$ cat config.mk
export PLATFORM = sky130hd
export DESIGN_NAME = sipo_comma_align
export DESIGN_NICKNAME = d
export VERILOG_FILES = /design/src/rtl/sipo_comma_align.sv
export SDC_FILE = /design/constraint.sdc
export NUM_CORES = 1
export LEC_CHECK = 0
export CAP_MARGIN = 20
export CORE_MARGIN = 2
export CORE_UTILIZATION = 36
export DETAILED_ROUTE_END_ITERATION = 6
export DONT_BUFFER_PORTS = 1
export SLEW_MARGIN = 20
export SYNTH_ARGS = -nofsm -noshare
export SYNTH_HDL_FRONTEND = slang
export SYNTH_SLANG_ARGS = --single-unit
$ cat constraint.sdc
create_clock -name clk -period 2.5 [get_ports clk]
set_input_delay 0.5 -clock clk [delete_from_list [all_inputs] [get_ports clk]]
set_output_delay 0.5 -clock clk [all_outputs]
set_load 0.02 [all_outputs]
$ cat src/rtl/sipo_comma_align.sv
// Receive deserializer: shifts in an LSB-first bitstream, hunts for a K28.5 comma
// in either disparity, and emits word-aligned 10-bit code groups once locked.
module sipo_comma_align #(
  parameter logic [9:0]  COMMA_P   = 10'b0101111100,
  parameter logic [9:0]  COMMA_N   = 10'b1010000011,
  parameter int unsigned ERR_LIMIT = 4
) (
  input  logic       clk,
  input  logic       rst,
  input  logic       serial_in,
  input  logic       serial_valid,
  output logic [9:0] parallel_out,
  output logic       data_valid,
  output logic       comma_det,
  output logic       aligned
);

  typedef enum logic {
    HUNT   = 1'b0,
    LOCKED = 1'b1
  } state_t;

  state_t     state_q;
  logic [9:0] shreg_q;
  logic [9:0] shreg_d;
  logic [3:0] phase_q;
  logic [3:0] err_cnt_q;
  logic       is_comma;
  logic       err_hit;

  assign shreg_d  = {serial_in, shreg_q[9:1]};
  assign is_comma = (shreg_d == COMMA_P) || (shreg_d == COMMA_N);
  assign err_hit  = ({1'b0, err_cnt_q} + 5'd1) == 5'(ERR_LIMIT);

  always_ff @(posedge clk) begin
    if (rst) begin
      state_q      <= HUNT;
      shreg_q      <= '0;
      phase_q      <= '0;
      err_cnt_q    <= '0;
      parallel_out <= '0;
      data_valid   <= 1'b0;
      comma_det    <= 1'b0;
      aligned      <= 1'b0;
    end else begin
      data_valid <= 1'b0;
      comma_det  <= 1'b0;
      if (serial_valid) begin
        shreg_q <= shreg_d;
        case (state_q)
          HUNT: begin
            if (is_comma) begin
              parallel_out <= shreg_d;
              data_valid   <= 1'b1;
              comma_det    <= 1'b1;
              phase_q      <= '0;
              err_cnt_q    <= '0;
              state_q      <= LOCKED;
              aligned      <= 1'b1;
            end
          end
          LOCKED: begin
            if (phase_q == 4'd9) begin
              parallel_out <= shreg_d;
              data_valid   <= 1'b1;
              comma_det    <= is_comma;
              phase_q      <= '0;
              if (is_comma) err_cnt_q <= '0;
            end else if (is_comma) begin
              // Misaligned comma: the limit-reaching one drops lock without realigning here.
              if (err_hit) begin
                state_q   <= HUNT;
                aligned   <= 1'b0;
                err_cnt_q <= '0;
                phase_q   <= '0;
              end else begin
                err_cnt_q <= err_cnt_q + 4'd1;
                phase_q   <= phase_q + 4'd1;
              end
            end else begin
              phase_q <= phase_q + 4'd1;
            end
          end
        endcase
      end
    end
  end

endmodule

==> metrics.txt <==
# TYPE chip_impl_metric gauge
chip_impl_metric{name="grt_use_total",unit=""} 0.134
chip_impl_metric{name="layout-area-overhead-vs-synth",unit="%"} 8.97
chip_impl_metric{name="drt-pass1-iter-count",unit=""} 4
chip_impl_metric{name="min_period_over_period",unit=""} 0.750
chip_impl_info{name="cts_tree",value="done"} 1
chip_impl_info{name="holdCritStartpoint",value="rst"} 1
chip_impl_metric{name="post_cts.repair.setup_buffers",unit=""} 0
chip_impl_metric{name="totalWireLength",unit="microns"} 2400
chip_impl_info{name="endpoint_kind",value="flop"} 1
chip_impl_metric{name="fin_tns_setup",unit="ns"} 0
chip_impl_metric{name="portBuffers",unit=""} 0
chip_impl_metric{name="synth-seq-area-share",unit=""} 0.473
chip_impl_metric{name="max_slew.worst_pin.slew",unit="ns"} 0.615
chip_impl_metric{name="cts_resized",unit=""} 0
chip_impl_metric{name="slew_headroom",unit=""} 0.587
chip_impl_metric{name="gp_congestion",unit=""} 0.846
chip_impl_metric{name="post_synth_edffs",unit=""} 0
chip_impl_metric{name="synth_seq_cells",unit=""} 31
chip_impl_metric{name="top_level_ports",unit=""} 17
chip_impl_metric{name="vias_per_cell",unit=""} 5.27
chip_impl_metric{name="cp_max_fo",unit=""} 11
chip_impl_metric{name="critical_path_arrival",unit="ns"} 2.13
chip_impl_metric{name="routed-via-count",unit=""} 959
chip_impl_info{name="outcome",value="finished, final reports clean"} 1
chip_impl_metric{name="critPathRequiredTime",unit="ns"} 2.75
chip_impl_metric{name="count_of_final_setup_violators",unit=""} 0
chip_impl_metric{name="mappedNetlistArea",unit="sq um"} 1310
chip_impl_metric{name="critPathMaxStageDelay",unit="ns"} 0.50
chip_impl_info{name="post-synth-top-area-cell",value="dfxtp_1"} 1
chip_impl_metric{name="fmax",unit="MHz"} 533
chip_impl_metric{name="finalPower",unit="uW"} 910
chip_impl_metric{name="die-area",unit="sq um"} 4140
chip_impl_info{name="reg2reg_to",value="err_cnt_q[3]$_SDFFE_PP0P_"} 1
chip_impl_info{name="post-synth-top-count-cell",value="dfxtp_1"} 1
chip_impl_metric{name="design.final.nets",unit=""} 142
chip_impl_metric{name="clock_path_buffers",unit=""} 2
chip_impl_metric{name="synth_async_reset_ratio",unit=""} 0
chip_impl_metric{name="ys_types",unit=""} 34
chip_impl_metric{name="placementRows",unit=""} 21
chip_impl_metric{name="postSynthNetCount",unit=""} 140
chip_impl_metric{name="finish.utilization",unit=""} 0.418
chip_impl_metric{name="holdPathStages",unit=""} 1
chip_impl_metric{name="cap_violations",unit=""} 0
chip_impl_metric{name="hpwlAfterDp",unit="microns"} 1640
chip_impl_metric{name="die_x",unit="microns"} 64.4
chip_impl_metric{name="power_density",unit="nW/um^2"} 637
chip_impl_metric{name="grt_pass1_vias",unit=""} 935
chip_impl_metric{name="drc",unit=""} 0
chip_impl_metric{name="fillers",unit=""} 353
chip_impl_metric{name="multi_input_area",unit="sq um"} 638
chip_impl_metric{name="drive_above_1_share",unit=""} 0.0882
chip_impl_metric{name="r2r.worst_path.cells",unit=""} 5
chip_impl_metric{name="final_antenna_net_count",unit=""} 0
chip_impl_metric{name="floorplan.die.height",unit="microns"} 64.4
chip_impl_info{name="timing.critical_path.cells",value="nor4_1 -> and4_1 -> o21ai_2 -> or4_1 -> a21oi_1"} 1
chip_impl_metric{name="number_of_antenna_violations_at_the_first_check_in_global_routing",unit=""} 0
chip_impl_metric{name="period_needed",unit="ns"} 1.87
chip_impl_metric{name="cp.buffers_inverters",unit=""} 0
chip_impl_metric{name="number_of_cells_produced_by_synthesis",unit=""} 133
chip_impl_info{name="path_delay_family",value="simple AND/OR/NAND/NOR gates"} 1
chip_impl_metric{name="fin_worst_skew",unit="ns"} 0.00942
chip_impl_metric{name="core_area",unit="sq um"} 3420
chip_impl_metric{name="worst_ir_drop_vdd",unit="mV"} 0.308
chip_impl_info{name="synth_flop_cell",value="dfxtp_1"} 1
chip_impl_metric{name="violation_count_after_the_first_detailed_route_iteration",unit=""} 58
chip_impl_metric{name="cts_hold_repair.buffers",unit=""} 0
chip_impl_metric{name="initial_core_util",unit=""} 0.384
chip_impl_info{name="source_of_the_worst_register_to_register_timing_path",value="shreg_q[3]$_SDFFE_PP0P_"} 1
chip_impl_metric{name="seq_area",unit="sq um"} 621
chip_impl_metric{name="grt_first_pass_wirelength",unit="microns"} 4210
chip_impl_info{name="synth.area.top_cells",value="dfxtp_1 (47%), mux2i_1 (15%), nor2_1 (6.0%), ha_1 (2.9%), nand3_1 (1.9%)"} 1
chip_impl_metric{name="grt_start_max_net_pins",unit=""} 29
chip_impl_metric{name="cts.htree.levels",unit=""} 2
chip_impl_metric{name="post_synth.cell_area_avg",unit="sq um"} 9.86
chip_impl_metric{name="slew_violations",unit=""} 0
chip_impl_info{name="crit_path_top_delay_cell",value="or4_1"} 1
chip_impl_info{name="rsz0062_at_grt",value="no"} 1
chip_impl_metric{name="grt_overflow",unit=""} 0
chip_impl_info{name="synth.cells.most_frequent",value="dfxtp_1 (31), nor2_1 (21), mux2i_1 (20), nand2_1 (6)"} 1
chip_impl_metric{name="hold_viol_final",unit=""} 0
chip_impl_metric{name="synth_largest_type_area_fraction",unit=""} 0.473
chip_impl_metric{name="clock_sinks",unit=""} 31
chip_impl_metric{name="insertedDiodeCount",unit=""} 0
chip_impl_info{name="holdPathEnd",value="shreg_q[8]$_SDFFE_PP0P_"} 1
chip_impl_metric{name="clkTransAtPathRegs",unit="ns"} 0.10
chip_impl_metric{name="clock_latency",unit="ns"} 0.33
chip_impl_metric{name="cts_buffers",unit=""} 5
chip_impl_info{name="clock_tree_root_buffer_cell",value="clkbuf_4"} 1
chip_impl_metric{name="yosys_warnings",unit=""} 0
chip_impl_metric{name="routed_wire_per_std_cell",unit="microns"} 13.2
chip_impl_metric{name="total_leakage_power",unit="nW"} 0.526
chip_impl_info{name="criticalPathCategory",value="reg -> reg"} 1
chip_impl_info{name="hold_class",value="in -> reg"} 1
chip_impl_metric{name="regToRegSetupSlack",unit="ns"} 0.63
chip_impl_info{name="start_kind",value="flop"} 1
==> worst max-delay path by stage <==
stage / from / end / slack (ns) / depth (start not counted)
global placement: serial_in / err_cnt_q[3]$_SDFFE_PP0P_ / 0.61 / 5
global route: shreg_q[3]$_SDFFE_PP0P_ / err_cnt_q[3]$_SDFFE_PP0P_ / 0.44 / 5
floorplan: serial_in / err_cnt_q[0]$_SDFFE_PP0P_ / 0.70 / 6
CTS: shreg_q[5]$_SDFFE_PP0P_ / err_cnt_q[3]$_SDFFE_PP0P_ / 0.61 / 5
finish: shreg_q[3]$_SDFFE_PP0P_ / err_cnt_q[3]$_SDFFE_PP0P_ / 0.63 / 5
detailed placement: serial_in / err_cnt_q[3]$_SDFFE_PP0P_ / 0.53 / 5
==> registers in the layout, summed over array words and instances, names as in the netlist <==
name / cells
aligned: 1
comma_det: 1
data_valid: 1
err_cnt_q: 4
parallel_out: 10
phase_q: 4
shreg_q: 9
state_q: 1
==> metrics by stage <==
step / hold WS [ns] / area (sq um) / std cells / setup slack, ns
floorplan: 0.449 / 1310 / 133 / 0.701
global placement: 0.464 / 1340 / 174 / 0.609
detailed placement: 0.462 / 1340 / 174 / 0.527
CTS: 0.213 / 1430 / 182 / 0.609
global route: 0.201 / 1430 / 182 / 0.445
finish: 0.229 / 1430 / 182 / 0.625
==> worst register-to-register path: stages (launching register included) <==
cell and delay, ns:
dfxtp_1 0.36, nor4_1 0.29, and4_1 0.33, o21ai_2 0.16, or4_1 0.50, a21oi_1 0.17
==> cell type report <==
type                    count  area share
inverters                   5      0.0131
multi-input cells          91       0.447
clock inverters             2      0.0245
flip-flops and latches     31       0.434
well taps                  46      0.0403
repair buffers              1     0.00525
clock buffers               6      0.0359
==> power breakdown <==
part           total, mW  internal [mW]  leakage [nW]  switching, mW
clock              0.402          0.236        0.0482          0.166
combinational    0.00984        0.00656         0.228        0.00328
sequential         0.498          0.495         0.250        0.00250
total              0.910          0.738         0.526          0.171
==> cell families (layout without fill, tap and decap cells) <==
group	Yosys count	count (layout)	synth area share
and+or+nand+nor	49	49	0.206
AOI/OAI and AO/OA	19	19	0.0992
adders and majority gates	3	3	0.0286
DFF	31	31	0.473
muxes	20	20	0.153
buffers and inverters	11	14	0.0401
==> layout by cell type (no fill, tap or decap), types with 3 or more instances in the layout <==
master    instances
dfxtp_1          31
nor2_1           21
mux2i_1          20
nand2_1           6
inv_1             5
nand3_1           5
clkbuf_4          5
o21ai_0           4
o31ai_1           3
a21oi_1           3
ha_1              3
==> layer usage <==
metal | vias up | GRT usage | share of wire
met3 | 2 | 0.0546 | 0.064
met2 | 19 | 0.214 | 0.48
li1 | 485 | - | -
met4 | 0 | 0.0718 | 0.011
met5 | - | 0 | 0
met1 | 453 | 0.152 | 0.45
Power figures use the tool's default switching activity.
